===== src/rtl/sqw_pkg.sv =====
// Shared types and defaults for the square-wave generator/meter pair.
// The unit type is also used by the generator's m/n ports, so keep it 4 bits wide.
package sqw_pkg;

    typedef enum logic [1:0] {
        IDLE  = 2'd0,
        HIGH  = 2'd1,
        LOW   = 2'd2,
        STALL = 2'd3
    } sqw_meter_state_t;

    localparam int SQW_TICK_DEFAULT = 10;
    localparam int SQW_MAX_UNITS    = 15;

    typedef logic [3:0] sqw_units_t;

endpackage


===== src/rtl/sqw_sync_edge.sv =====
// Two-flop synchronizer for an asynchronous level, plus one delay stage for
// single-cycle rise/fall strobes. Usable by any block with an async input.
module sqw_sync_edge (
    input  logic clk,
    input  logic reset,
    input  logic i_async,
    output logic o_rise,
    output logic o_fall
);

    logic       r_s1;
    logic       r_s2;
    logic       r_s3;
    logic [2:0] r_primed;

    always_ff @(posedge clk) begin
        if (reset) begin
            r_s1     <= 1'b0;
            r_s2     <= 1'b0;
            r_s3     <= 1'b0;
            r_primed <= 3'b000;
        end else begin
            r_s1     <= i_async;
            r_s2     <= r_s1;
            r_s3     <= r_s2;
            r_primed <= {r_primed[1:0], 1'b1};
        end
    end

    // Edges are suppressed until s3 holds a real sample, so a level already
    // present at reset release is not mistaken for a transition.
    assign o_rise = r_primed[2] & r_s2 & ~r_s3;
    assign o_fall = r_primed[2] & ~r_s2 & r_s3;

endmodule


===== src/rtl/square_wave_meter.sv =====
// Recovers the (m, n) on/off interval pair of an incoming square wave in units
// of TICK clock cycles; flags malformed periods and stalled levels.
module square_wave_meter
    import sqw_pkg::*;
#(
    parameter int TICK      = SQW_TICK_DEFAULT,
    parameter int MAX_UNITS = SQW_MAX_UNITS
) (
    input  logic       clk,
    input  logic       reset,
    input  logic       wave_in,
    output logic [3:0] m_out,
    output logic [3:0] n_out,
    output logic       valid,
    output logic       err,
    output logic       stuck,
    output logic [1:0] o_dbg_state
);

    localparam int SUB_W = (TICK > 1) ? $clog2(TICK) : 1;
    localparam logic [SUB_W-1:0] SUB_LAST = SUB_W'(TICK - 1);
    localparam logic [SUB_W-1:0] SUB_ONE  = (TICK > 1) ? SUB_W'(1) : '0;
    localparam logic [4:0]       UNIT_ONE = (TICK > 1) ? 5'd0 : 5'd1;
    localparam logic [4:0]       UNIT_MAX = 5'(MAX_UNITS);

    logic w_rise;
    logic w_fall;

    sqw_sync_edge u_sync (
        .clk     (clk),
        .reset   (reset),
        .i_async (wave_in),
        .o_rise  (w_rise),
        .o_fall  (w_fall)
    );

    sqw_meter_state_t r_state, w_state_nxt;
    logic [SUB_W-1:0] r_sub, w_sub_nxt, w_sub_inc;
    logic [4:0]       r_unit, w_unit_nxt, w_unit_inc;
    sqw_units_t       r_h_units, w_h_units_nxt;
    logic             r_h_ok, w_h_ok_nxt;
    sqw_units_t       r_m, w_m_nxt;
    sqw_units_t       r_n, w_n_nxt;
    logic             r_valid, w_valid_nxt;
    logic             r_err, w_err_nxt;
    logic             w_count_ok;
    logic             w_at_limit;

    // The counters hold the number of cycles already spent at the current
    // level, so at an edge they equal the full interval length.
    assign w_count_ok = (r_sub == '0) && (r_unit != 5'd0) && (r_unit <= UNIT_MAX);
    assign w_at_limit = (r_sub == '0) && (r_unit == UNIT_MAX);

    always_comb begin
        w_sub_inc  = r_sub + 1'b1;
        w_unit_inc = r_unit;
        if (r_sub == SUB_LAST) begin
            w_sub_inc  = '0;
            w_unit_inc = r_unit + 5'd1;
        end
    end

    always_comb begin
        w_state_nxt   = r_state;
        w_sub_nxt     = r_sub;
        w_unit_nxt    = r_unit;
        w_h_units_nxt = r_h_units;
        w_h_ok_nxt    = r_h_ok;
        w_m_nxt       = r_m;
        w_n_nxt       = r_n;
        w_valid_nxt   = 1'b0;
        w_err_nxt     = 1'b0;
        case (r_state)
            IDLE, STALL: begin
                if (w_rise) begin
                    w_state_nxt = HIGH;
                    w_sub_nxt   = SUB_ONE;
                    w_unit_nxt  = UNIT_ONE;
                end
            end
            HIGH: begin
                if (w_fall) begin
                    w_state_nxt   = LOW;
                    w_h_units_nxt = r_unit[3:0];
                    w_h_ok_nxt    = w_count_ok;
                    w_sub_nxt     = SUB_ONE;
                    w_unit_nxt    = UNIT_ONE;
                end else if (w_at_limit) begin
                    w_state_nxt = STALL;
                    w_err_nxt   = 1'b1;
                    w_sub_nxt   = '0;
                    w_unit_nxt  = 5'd0;
                end else begin
                    w_sub_nxt  = w_sub_inc;
                    w_unit_nxt = w_unit_inc;
                end
            end
            LOW: begin
                if (w_rise) begin
                    w_state_nxt = HIGH;
                    w_sub_nxt   = SUB_ONE;
                    w_unit_nxt  = UNIT_ONE;
                    if (r_h_ok && w_count_ok) begin
                        w_m_nxt     = r_h_units;
                        w_n_nxt     = r_unit[3:0];
                        w_valid_nxt = 1'b1;
                    end else begin
                        w_err_nxt = 1'b1;
                    end
                end else if (w_at_limit) begin
                    w_state_nxt = STALL;
                    w_err_nxt   = 1'b1;
                    w_sub_nxt   = '0;
                    w_unit_nxt  = 5'd0;
                end else begin
                    w_sub_nxt  = w_sub_inc;
                    w_unit_nxt = w_unit_inc;
                end
            end
            default: w_state_nxt = IDLE;
        endcase
    end

    always_ff @(posedge clk) begin
        if (reset) begin
            r_state   <= IDLE;
            r_sub     <= '0;
            r_unit    <= 5'd0;
            r_h_units <= '0;
            r_h_ok    <= 1'b0;
            r_m       <= '0;
            r_n       <= '0;
            r_valid   <= 1'b0;
            r_err     <= 1'b0;
        end else begin
            r_state   <= w_state_nxt;
            r_sub     <= w_sub_nxt;
            r_unit    <= w_unit_nxt;
            r_h_units <= w_h_units_nxt;
            r_h_ok    <= w_h_ok_nxt;
            r_m       <= w_m_nxt;
            r_n       <= w_n_nxt;
            r_valid   <= w_valid_nxt;
            r_err     <= w_err_nxt;
        end
    end

    assign m_out       = r_m;
    assign n_out       = r_n;
    assign valid       = r_valid;
    assign err         = r_err;
    assign stuck       = (r_state == STALL);
    assign o_dbg_state = r_state;

endmodule


===== config.mk =====
export PLATFORM = sky130hd
export DESIGN_NAME = square_wave_meter
export DESIGN_NICKNAME = d
export VERILOG_FILES = /design/src/rtl/sqw_pkg.sv /design/src/rtl/sqw_sync_edge.sv /design/src/rtl/square_wave_meter.sv
export SDC_FILE = /design/constraint.sdc
export NUM_CORES = 1
export LEC_CHECK = 0
export CAP_MARGIN = 0
export CORE_MARGIN = 1.5
export CORE_UTILIZATION = 50
export DETAILED_ROUTE_END_ITERATION = 8
export GPL_TIMING_DRIVEN = 0
export PLACE_DENSITY = 0.68
export SYNTH_ARGS = -nofsm -noshare
export SYNTH_HDL_FRONTEND = slang
export SYNTH_SLANG_ARGS = --single-unit
export TNS_END_PERCENT = 30

===== constraint.sdc =====
create_clock -name clk -period 2.05 [get_ports clk]
set_input_delay 0.3075 -clock clk [delete_from_list [all_inputs] [get_ports clk]]
set_output_delay 0.3075 -clock clk [all_outputs]
set_load 0.01 [all_outputs]

; ---- Word-level counts from Yosys, hierarchy flattened
; Cells that the tools add are included.
; W data, S select, Z words.
[op_classes]
magnitude_cmp = 1
n_addsub = 2
reduce_logical = 11
bitwise = 8
n_eq_ne = 6
mux = 24
[op_table]
columns = cell, count
row1 = $mux W5, 5
row2 = $mux W4, 5
row3 = $pmux W5 S3, 1
row4 = $pmux W4 S3, 1
row5 = $mux W2, 4
row6 = $mux W1, 6
row7 = $pmux W2 S3, 1
row8 = $add A5 B1 Y5 const B, 1
row9 = $eq A5 B4 Y1 const B, 1
row10 = $le A5 B4 Y1 const B, 1
row11 = $reduce_bool A5 Y1, 1
row12 = $add A4 B1 Y4 const B, 1
row13 = $and A1 B1 Y1, 4
row14 = $eq A2 B2 Y1 const B, 2
row15 = $eq A4 B4 Y1 const B, 1
row16 = $logic_and A1 B1 Y1, 4
row17 = $logic_not A4 Y1, 1
row18 = $not A1 Y1, 4
row19 = $reduce_and A3 Y1, 1
row20 = $reduce_or A3 Y1, 1
row21 = $eq A2 B1 Y1 const B, 1
row22 = $logic_not A2 Y1, 1
row23 = $ne A2 B1 Y1 const B, 1
row24 = $pmux W1 S2, 1
row25 = 2 further kinds, 2
[totals]
register_bits = 32
out_inout_bits = 13
elab_cells = 66

; ---- Logic depth before layout (Yosys ltp)
; Gate-level depths: netlist (run 1).
[depth]
ltp_word = 7
depth_mapped = 7
mapped_depth_nobuf = 7

; ---- By module
; A second synthesis (run 1) with hierarchy kept.
[unflattened]
cells_unflattened = 175
hier_area_um2 = 1527.7
[by_module_without_submodules]
columns = mod, cells_each, area_each_um2, n_inst, seq_area_each_um2
row1 = square_wave_meter, 161, 1355.0, 1, 520.5
row2 = sqw_sync_edge, 14, 172.7, 1, 120.1

; ---- Worst setup path before layout (run 1)
; No wires, ideal clock.
[synth_timing]
path_type = register to register
start = register r_unit[0]
end = register r_n[1] (netlist: n_out[1])
synth_period_minus_slack_ns = 1.886
path_stages_with_launch = 8
setup_time_ns = 0.116
required_ns = 1.934
n_path_buf = 0
path_slack_ns = 0.164
arrival_time_ns = 1.770
cell_sequence = dfxtp_1 > ha_1 > and3_1 > ha_1 > nand4b_1 > o2111ai_2 > nor4_1 > a31o_1
[synth_via]
elab_chain_cells = 5
[synth_rtl]
columns = item, line_no
row1 = start: declaration, square_wave_meter.sv:39  ; logic [4:0] r_unit, w_unit_nxt, w_unit_inc;
row2 = start signal: assignment, square_wave_meter.sv:138  ; r_unit <= w_unit_nxt;
row3 = "parallel branches: the longest is 2 deep, another holds $le A5 B4 Y1", --
row4 = $logic_and A1 B1 Y1 *, square_wave_meter.sv:51  ; assign w_count_ok = (r_sub == '0) && (r_unit != 5'd0) && (r_unit <= UNIT_MAX);
row5 = $logic_and A1 B1 Y1 *, square_wave_meter.sv:103  ; if (r_h_ok && w_count_ok) begin
row6 = $reduce_and A3 Y1 (no source line) *, --
row7 = end signal: assignment, square_wave_meter.sv:142  ; r_n <= w_n_nxt;
row8 = end: declaration, square_wave_meter.sv:43  ; sqw_units_t r_n, w_n_nxt;
; Mark *: on every way between the ends.
; A chain may end at the register's enable or synchronous reset.

; ---- Worst setup path in the final report (run 1)
[layout_timing]
start = register r_unit[0]
end = register r_h_ok
[layout_via]
elab_chain_cells = 3
[layout_rtl]
columns = item, line_no
row1 = "parallel branches: the longest is 2 deep, another holds $le A5 B4 Y1", --
row2 = $logic_and A1 B1 Y1 *, square_wave_meter.sv:51
row3 = end signal: assignment, square_wave_meter.sv:140  ; r_h_ok <= w_h_ok_nxt;
row4 = end: declaration, square_wave_meter.sv:41  ; logic r_h_ok, w_h_ok_nxt;
; Marks and branches as above.

==> results of run 1 <==
==> metrics by stage <==
| step | utilization [%] | power, W | cell area, µm² |
|---|---|---|---|
| floorplan | - | 0.000667 | 1620 |
| CTS | 62.6 | 0.00107 | 1930 |
| global route | 64.6 | 0.00110 | 1990 |
| finish | 64.6 | 0.00106 | 1990 |
| global placement | 59.3 | 0.000680 | 1830 |
| detailed placement | 59.3 | 0.000680 | 1830 |
==> worst reg2reg max path, delay by kind of cell (launching register included) <==
kind / cells / cell delay (ns)
AOI/OAI and AO/OA: 1 / 0.31
and+or+nand+nor: 3 / 0.45
muxes: 1 / 0.17
buffers and inverters: 1 / 0.18
adders and majority gates: 2 / 0.37
DFF: 1 / 0.38
==> layout make-up <==
cell class / count / area, µm²
inverter: 10 / 37.5
tap: 44 / 55.1
clock inverter: 1 / 7.51
clock buffer: 7 / 55.1
buffer: 9 / 45.0
multi-input combinational: 133 / 971
sequential: 32 / 648
fill: 279 / 1090
timing repair buffer: 17 / 169
==> sequential cells by signal, summed over array words and instances (netlist names), 2 cells and up <==
name	flops
m_out	4
n_out	4
o_dbg_state	2
r_h_units	4
r_sub	4
r_unit	5
u_sync.r_primed	3
==> timing repair <==
item / in CTS / in global routing
hold endpoints to repair: 0 / 0
setup endpoints to repair: 9 / 13
gates resized for setup: 4 / 12
gates cloned: 1 / 0
pin swaps: 1 / 3
setup buffers: 1 / 1
==> cells by family (layout without fill, tap and decap cells) <==
group	count (synthesis)	after routing	share of synthesized area, %
mux	2	2	1.24
compound gates	48	49	21.0
buf+inv	19	44	5.02
flops	32	32	39.5
fa+ha+maj	6	6	4.63
simple gates	76	76	28.6
==> metal layers <==
layer  track usage (%)  wire length [µm]  vias to the layer above
met5                 0                 0                        -
met4              8.25                47                        0
met3              6.93               187                        5
met2              40.7              1840                       37
met1              33.1              1950                      707
li1                  -                 -                      732
==> worst max path at each step <==
stage	endpoint	slack (ns)	depth (start not counted)
after floorplan	n_out[1]	0.16	7
after global placement	err	-0.04	7
after detailed placement	err	-0.12	7
after CTS	n_out[1]	0.004	8
after global routing	r_unit[4]	-0.05	7
final	r_h_ok	0.07	8
==> cell usage in the layout, fill, tap and decap left out, types with 3 or more instances in the layout <==
cell and n:
sky130_fd_sc_hd__a21oi_1 16, sky130_fd_sc_hd__clkbuf_1 4, sky130_fd_sc_hd__clkbuf_4 5, sky130_fd_sc_hd__clkdlybuf4s50_1 15, sky130_fd_sc_hd__dfxtp_1 30, sky130_fd_sc_hd__ha_1 4
sky130_fd_sc_hd__inv_1 10, sky130_fd_sc_hd__nand2_1 10, sky130_fd_sc_hd__nand2b_1 4, sky130_fd_sc_hd__nand3_1 5, sky130_fd_sc_hd__nand3b_1 3, sky130_fd_sc_hd__nand4_1 7
sky130_fd_sc_hd__nor2_1 15, sky130_fd_sc_hd__nor2b_1 6, sky130_fd_sc_hd__nor3_1 3, sky130_fd_sc_hd__o211ai_1 5, sky130_fd_sc_hd__o31ai_1 6
==> power groups by stage <==
| stage | Clock, W | Sequential, W | Combinational [W] |
|---|---|---|---|
| detailed placement | 0 | 0.000645 | 0.0000354 |
| finish | 0.000396 | 0.000628 | 0.0000379 |
| global route | 0.000433 | 0.000629 | 0.0000409 |
| global placement | 0 | 0.000645 | 0.0000349 |
| floorplan | 0 | 0.000644 | 0.0000233 |
| CTS | 0.000401 | 0.000631 | 0.0000361 |
==> out/metrics.yaml, run 1 <==
run_status:
  status: "finished, final reports clean"
timing:
  skew_ns: 0.0139
  final_critical_path_share_of_the_clock_period_pct: 96.8
  rsz0062_at_grt: "true"
  final_max_slew_viol_count: 0
  layout_setup_ws_ns: 0.0663
  holdWs_ns: 0.443
  max-slew-margin-rel_pct: 55.0
  max_clock_freq_mhz: 504
  final.min_clock_period_ns: 1.98
  setup-violations-final: 0
  timing_worst_slew_pin_value_ns: 0.670
  setup_tns_ns: 0
  final-hold-violation-count: 0
power_and_ir_drop:
  p_int_w: 0.000807
  netSwitchingFraction_pct: 24.0
  sequential_cell_fraction_of_total_power_pct: 59.1
  power_density_nw_per_um2: 534
  max-vdd-ir-drop_uv: 448
  p_leak_nw: 0.634
  power.switching_w: 0.000255
  power_frac_comb_pct: 3.6
  clock_power_share_pct: 37.3
clock_network:
  cts.sink_count: 32
  clock_path_buffers: 2
  cts_inserted_buffers: 5
  insertion_delay_ns: 0.35
  cts_tree: "done"
  clk_pin_slew_ns: 0.11
  root_buffer: "sky130_fd_sc_hd__clkbuf_4"
  clock_tree.htree_level_count: 2
  postCtsHoldBufs: 0
synthesis:
  syn-cell-area_um2: 1620
  synth.yosys.seq_area_share_pct: 39.5
  synthCells: 183
  synth.lib_cells_used.distinct: 53
  postSynth.topFlopCell: "sky130_fd_sc_hd__dfxtp_1"
  asyncSetResetFlopFracSynth_pct: 0
  synth.largest_area_cell: "sky130_fd_sc_hd__dfxtp_1"
  synth_register_bits: 32
  net_count_after_synthesis: 192
  synthDominantCellAreaShare_pct: 39.5
  syn-mean-instance-area_um2: 8.85
  number_of_enable_flip_flop_cells_after_synthesis: 0
  yosysMostFrequentCell: "sky130_fd_sc_hd__dfxtp_1"
  yosys_warnings: 0
  synth_area_leaders: "sky130_fd_sc_hd__dfxtp_1, sky130_fd_sc_hd__a21oi_1, sky130_fd_sc_hd__ha_1"
  ys_top_cells_by_count: "sky130_fd_sc_hd__dfxtp_1, sky130_fd_sc_hd__a21oi_1, sky130_fd_sc_hd__nor2_1"
worst_setup_path:
  ff2ff_path_depth: 8
  cp_data_required_time_ns: 2.28
  r2r-start: "r_unit[0]"
  timing.reg2reg.setup_slack_ns: 0.07
  cp_arrival_ns: 2.21
  worst_path_dominant_cell_family: "simple AND/OR/NAND/NOR gates"
  critical_path.slowest_cell: "sky130_fd_sc_hd__dfxtp_4"
  worst_path_largest_cell_delay_ns: 0.38
  path_buf_inv: 1
  critical_path.max_fanout: 8
  worst-setup-path-type: "flop to flop"
  cp_cell_sequence: "ha_2 -> and3_4 -> ha_4 -> nand4b_1 -> buf_6 -> o2111a_2 -> mux2i_1 -> nor2_1"
  startpoint: "r_unit[0]"
  critical_path.reg2reg.endpoint: "r_h_ok"
  worst_setup_path_start_kind: "flop"
  end_kind: "flop"
routing:
  antenna_left: 0
  wl_cell_um: 15.9
  dr_total_vias: 1481
  dr.pass1.iters: 4
  detail_route.drc_violations: 0
  drt_iter0_markers: 91
  finalWirelength_um: 4030
  routed_via_density: 5.85
cells_and_area:
  insertedDiodeCount: 0
  finish.cell_count_without_fillers: 253
  drive_gt1_share_pct: 14.4
  area_growth_syn_to_layout_pct: 22.7
  fin_nets: 217
placed_design:
  dp.cells: 242
  io_buffers: 15
  dp.final_hpwl_um: 2660
  gp_congestion: 0.815
  dp_slack_ns: -0.121
grt:
  initial_antenna_violation_count: 0
  number_of_global_route_vias_before_repair: 1451
  total_global_routing_overflow: 0
  wire_length_of_the_first_global_routing_pass_um: 6800
  grt_util_all_layers_pct: 25.4
  grt_start_max_net_pins: 11
hold_path:
  hp-class: "flop to flop"
  min_delay_startpoint: "u_sync.r_primed[1]"
  whs_endpoint: "u_sync.r_primed[2]"
  worstHoldPathCells: 1
flow_run:
  cap_violations: 0
floorplanning:
  dieHeight_um: 59.9
  initial_utilization_pct: 52.6
  placementRows: 20
  fp.coreArea_um2: 3080
  ios: 16
  die-width_um: 59.9
  die-area_um2: 3590
Note: power is estimated with default switching activity, not from simulation.
==> run 2: changes to the inputs <==
Settings changed: CORE_UTILIZATION 50 to 36, PLACE_DENSITY 0.68 to 0.54.
Clock period 2.05 ns to 1.6 ns, I/O delays scaled along.
==> run 2 against run 1 <==
The run now ends with setup timing left. Non-clock buffer count is 7 higher. Fmax is 8.0% higher. Critical path depth stayed put. Global-route usage is 7.5 points lower. Via count is 1.4% higher. Die area is 37% higher. First-iteration DRC count is 29% lower. Largest cell class unchanged.
==> out/metrics.yaml, run 2 (synthesized netlist as in run 1, its figures left out) <==
run_status:
  status: "finished with violations"
  violations: "setup timing"
power_and_ir_drop:
  power.switching_w: 0.000341
  p_leak_nw: 0.741
  power_density_nw_per_um2: 775
  clock_power_share_pct: 49.8
  power_frac_comb_pct: 3.3
  sequential_cell_fraction_of_total_power_pct: 46.9
  p_int_w: 0.00137
  netSwitchingFraction_pct: 19.9
  max-vdd-ir-drop_uv: 481
timing:
  rsz0062_at_grt: "true"
  max_clock_freq_mhz: 544
  setup-violations-final: 18
  final_max_slew_viol_count: 0
  timing_worst_slew_pin_value_ns: 0.478
  max-slew-margin-rel_pct: 68.0
  final_critical_path_share_of_the_clock_period_pct: 115
  holdWs_ns: 0.444
  layout_setup_ws_ns: -0.237
  final.min_clock_period_ns: 1.84
  skew_ns: 0.00586
  final-hold-violation-count: 0
clock_network:
  clk_pin_slew_ns: 0.07
  root_buffer: "sky130_fd_sc_hd__clkbuf_8"
  clock_tree.htree_level_count: 2
  cts.sink_count: 32
  postCtsHoldBufs: 0
  cts_inserted_buffers: 5
  cts_tree: "done"
  clock_path_buffers: 2
  insertion_delay_ns: 0.29
floorplanning:
  die-width_um: 70.1
  ios: 16
  dieHeight_um: 70.1
  placementRows: 24
  die-area_um2: 4910
  initial_utilization_pct: 37.2
  fp.coreArea_um2: 4350
grt:
  number_of_global_route_vias_before_repair: 1439
  wire_length_of_the_first_global_routing_pass_um: 6930
  total_global_routing_overflow: 0
  grt_start_max_net_pins: 11
  grt_util_all_layers_pct: 18.0
  initial_antenna_violation_count: 0
cells_and_area:
  area_of_combinational_cells_with_multiple_inputs_um2: 1040
  drive_gt1_share_pct: 25.5
  mostFrequentLayoutCells: "sky130_fd_sc_hd__dfxtp_1, sky130_fd_sc_hd__a21oi_1, sky130_fd_sc_hd__nor2_1"
  insertedDiodeCount: 0
  area_growth_syn_to_layout_pct: 36.3
  largest_reg_flops: 5
  max_flop_register: "r_unit"
  seqCellArea_um2: 659
  fin_nets: 224
  n_fill_cell: 408
  final_common_cell: "sky130_fd_sc_hd__dfxtp_1"
routing:
  finalWirelength_um: 4280
  dr_total_vias: 1502
  dr.pass1.iters: 5
  detail_route.drc_violations: 0
  wl_cell_um: 16.0
  routed_via_density: 5.60
  antenna_left: 0
  drt_iter0_markers: 65
placed_design:
  io_buffers: 15
  dp_slack_ns: -0.388
  gp_congestion: 0.820
  dp.final_hpwl_um: 2840
worst_setup_path:
  end_kind: "flop"
  worst-setup-path-type: "flop to flop"
  critical_path.max_fanout: 5
  cp_arrival_ns: 2.01
  cp_data_required_time_ns: 1.78
  worst_setup_path_start_kind: "flop"
flow_run:
  cap_violations: 0
hold_path:
  hp-class: "flop to flop"
[run 2: cell count changes in the layout (fill, tap and decap cells not counted), moves of 3 or more]
cell / change
sky130_fd_sc_hd__dfxtp_1: -5
sky130_fd_sc_hd__ha_4: +3
sky130_fd_sc_hd__dfxtp_2: +3
sky130_fd_sc_hd__buf_4: +6
sky130_fd_sc_hd__clkbuf_8: +6
sky130_fd_sc_hd__clkbuf_4: -3
[run 2: metrics by stage]
stage	setup TNS [ns]	instances	power (W)	cell area, µm²	util [%]
6_report	-2.61	268	0.00171	2210	50.7
5_1_grt	-4.27	268	0.00178	2210	50.7
4_1_cts	-2.37	264	0.00173	2130	48.9
3_5_place_dp	-6.91	250	0.000873	1870	42.9
3_3_place_gp	-6.16	250	0.000873	1870	42.9
2_1_floorplan	-1.55	183	0.000855	1650	-
[run 2: final timing paths]
path	start	end	slack, ns	cells past startpoint
worst max-delay path	r_unit[0]	n_out[2]	-0.24	8
worst min-delay path	u_sync.r_s1	u_sync.r_s2	0.44	1
worst max register to register	r_unit[0]	n_out[2]	-0.24	8
worst min register to register	u_sync.r_s1	u_sync.r_s2	0.44	1
[run 2: power groups by stage]
stage	registers [W]	clock network, W	logic, W
finish	0.000804	0.000852	0.0000562
global route	0.000804	0.000916	0.0000597
CTS	0.000806	0.000872	0.0000514
detailed placement	0.000827	0	0.0000466
global placement	0.000826	0	0.0000463
floorplan	0.000825	0	0.0000301
[run 2: repair_timing]
item,in CTS,in global routing
pin swaps,23,11
endpoints found under the hold margin,0,0
setup endpoints to repair,27,28
resized for setup,23,14
cloned,1,0
setup buffers,5,4
[run 2: critical path, stage by stage (launching register included)]
cell,delay [ns]
sky130_fd_sc_hd__dfxtp_4,0.35
sky130_fd_sc_hd__ha_4,0.16
sky130_fd_sc_hd__and3_4,0.18
sky130_fd_sc_hd__ha_4,0.15
sky130_fd_sc_hd__nand4b_1,0.18
sky130_fd_sc_hd__buf_6,0.15
sky130_fd_sc_hd__o2111ai_4,0.25
sky130_fd_sc_hd__nor4_1,0.10
sky130_fd_sc_hd__a31o_1,0.19
[run 2: layer usage]
layer | track usage (%) | wire length (µm) | vias up
li1 | - | - | 744
met1 | 23.4 | 2030 | 738
met2 | 29.6 | 2100 | 16
met3 | 3.90 | 103 | 4
met4 | 5.98 | 47 | 0
met5 | 0 | 0 | -
[run 2: area by class of cell]
type	count	area share, %
repair buffers	24	10.3
clock buffers	7	4.36
multi-input cells	133	47.0
clock inverters	1	1.36
inverters	10	1.70
well taps	52	2.95
flip-flops and latches	32	29.9
plain buffers	9	2.44
==> run 3: changes to the inputs <==
Settings changed: DONT_BUFFER_PORTS set to 1, PLACE_DENSITY 0.54 to 0.49.
==> run 3 against run 2 <==
The flow still finishes with violations (setup timing). Sequential power barely moved. Worst hold slack got worse by 0.36 ns. Non-clock buffer count down 8. Cell count decreased by 3.0%. Fmax down 1.0%. Global-route usage rose by 0.32 points. Critical path type unchanged. Largest power group is now sequential cells.
==> out/metrics.yaml, run 3 (synthesized netlist as in run 1, its figures left out) <==
timing:
  setup_tns_ns: -3.31
  layout_setup_ws_ns: -0.256
  final-hold-violation-count: 0
  holdWs_ns: 0.0839
  rsz0062_at_grt: "true"
  skew_ns: 0.00476
  final_max_slew_viol_count: 0
  final.min_clock_period_ns: 1.86
  max-slew-margin-rel_pct: 58.8
  max_clock_freq_mhz: 539
  setup-violations-final: 19
  timing_worst_slew_pin_value_ns: 0.617
  final_critical_path_share_of_the_clock_period_pct: 116
cells_and_area:
  largest_reg_flops: 5
  max_flop_register: "r_unit"
  area_growth_syn_to_layout_pct: 31.8
  drive_gt1_share_pct: 31.7
  insertedDiodeCount: 0
  final_common_cell: "sky130_fd_sc_hd__dfxtp_1"
  mostFrequentLayoutCells: "sky130_fd_sc_hd__dfxtp_1, sky130_fd_sc_hd__buf_4, sky130_fd_sc_hd__a21oi_1, sky130_fd_sc_hd__nor2_1, sky130_fd_sc_hd__nand2_1"
  fin_nets: 216
  finish.cell_count_without_fillers: 260
floorplanning:
  placementRows: 24
  initial_utilization_pct: 37.2
  die-area_um2: 4910
  ios: 16
  dieHeight_um: 70.1
  die-width_um: 70.1
  fp.coreArea_um2: 4350
routing:
  detail_route.drc_violations: 0
  routed_via_density: 5.69
  antenna_left: 0
  dr.pass1.iters: 4
  finalWirelength_um: 4390
  drt_iter0_markers: 54
  dr_total_vias: 1480
  wl_cell_um: 16.9
power_and_ir_drop:
  power.switching_w: 0.000343
  max-vdd-ir-drop_uv: 427
  netSwitchingFraction_pct: 21.2
  power_density_nw_per_um2: 759
  clock_power_share_pct: 47.1
  sequential_cell_fraction_of_total_power_pct: 49.6
  power_frac_comb_pct: 3.3
  p_leak_nw: 0.697
  p_int_w: 0.00128
flow_run:
  cap_violations: 0
run_status:
  status: "finished with violations"
  violations: "setup timing"
grt:
  grt_start_max_net_pins: 12
  number_of_global_route_vias_before_repair: 1464
  initial_antenna_violation_count: 0
  total_global_routing_overflow: 0
  wire_length_of_the_first_global_routing_pass_um: 7140
  grt_util_all_layers_pct: 18.3
clock_network:
  insertion_delay_ns: 0.28
  cts.sink_count: 32
  cts_tree: "done"
  root_buffer: "sky130_fd_sc_hd__clkbuf_8"
  clk_pin_slew_ns: 0.07
  postCtsHoldBufs: 0
  clock_path_buffers: 2
  cts_inserted_buffers: 5
  clock_tree.htree_level_count: 2
worst_setup_path:
  critical_path.max_fanout: 8
  cp_arrival_ns: 2.00
  startpoint: "r_unit[1]"
  cp_data_required_time_ns: 1.75
  end_kind: "flop"
  worst-setup-path-type: "flop to flop"
  r2r-start: "r_unit[1]"
  worst_setup_path_start_kind: "flop"
placed_design:
  dp.cells: 235
  io_buffers: 0
  dp_slack_ns: -0.383
  gp_congestion: 0.755
  dp.final_hpwl_um: 2800
hold_path:
  hp-class: "input pin to flop"
  min_delay_startpoint: "wave_in"
run 3: repair_timing:
action	4_1_cts	5_1_grt
pin swaps	14	13
cloned	1	0
setup buffers	11	6
endpoints found under the setup margin	26	21
resized for setup	19	19
run 3: area by class of cell:
type / instances / area, µm²
sequential: 32 / 658
buffer: 8 / 45.0
fill: 394 / 2220
tap: 52 / 65.1
inverter: 10 / 37.5
clock inverter: 3 / 42.5
clock buffer: 5 / 68.8
timing repair buffer: 17 / 128
multi-input combinational: 133 / 1090
run 3: final timing paths:
kind	endpoint	slack, ns	depth (start not counted)
setup reg to reg	r_h_ok	-0.26	8
hold reg to reg	u_sync.r_s2	0.45	1
setup / recovery	r_h_ok	-0.26	8
hold / removal	u_sync.r_s1	0.08	1
run 3: metal layers:
metal	GRT usage (%)	vias to the layer above	routed length, µm
met3	4.91	4	227
met4	6.62	0	26
met5	0	-	0
met2	28.3	37	2100
li1	-	726	-
met1	24.5	713	2030
run 3: power groups by stage:
| stage | clock, W | sequential, W | combinational (W) |
|---|---|---|---|
| after floorplan | 0 | 0.000825 | 0.0000301 |
| after global routing | 0.000837 | 0.000804 | 0.0000576 |
| final | 0.000764 | 0.000803 | 0.0000536 |
| after CTS | 0.000785 | 0.000806 | 0.0000483 |
| after global placement | 0 | 0.000826 | 0.0000421 |
| after detailed placement | 0 | 0.000826 | 0.0000422 |
run 3: stage by stage:
stage	util, %	instance area [µm²]	power, W
global placement	39.5	1720	0.000868
global route	49.1	2140	0.00170
CTS	46.2	2010	0.00164
finish	49.1	2140	0.00162
detailed placement	39.5	1720	0.000869
floorplan	-	1650	0.000855
run 3: worst max-delay path: stages (launching register included):
cell and delay (ns):
sky130_fd_sc_hd__dfxtp_4 0.36, sky130_fd_sc_hd__ha_4 0.15, sky130_fd_sc_hd__and3_4 0.17, sky130_fd_sc_hd__ha_4 0.15, sky130_fd_sc_hd__nand4b_1 0.20, sky130_fd_sc_hd__buf_4 0.18, sky130_fd_sc_hd__o2111a_2 0.31, sky130_fd_sc_hd__mux2i_1 0.14
sky130_fd_sc_hd__nor2_1 0.06
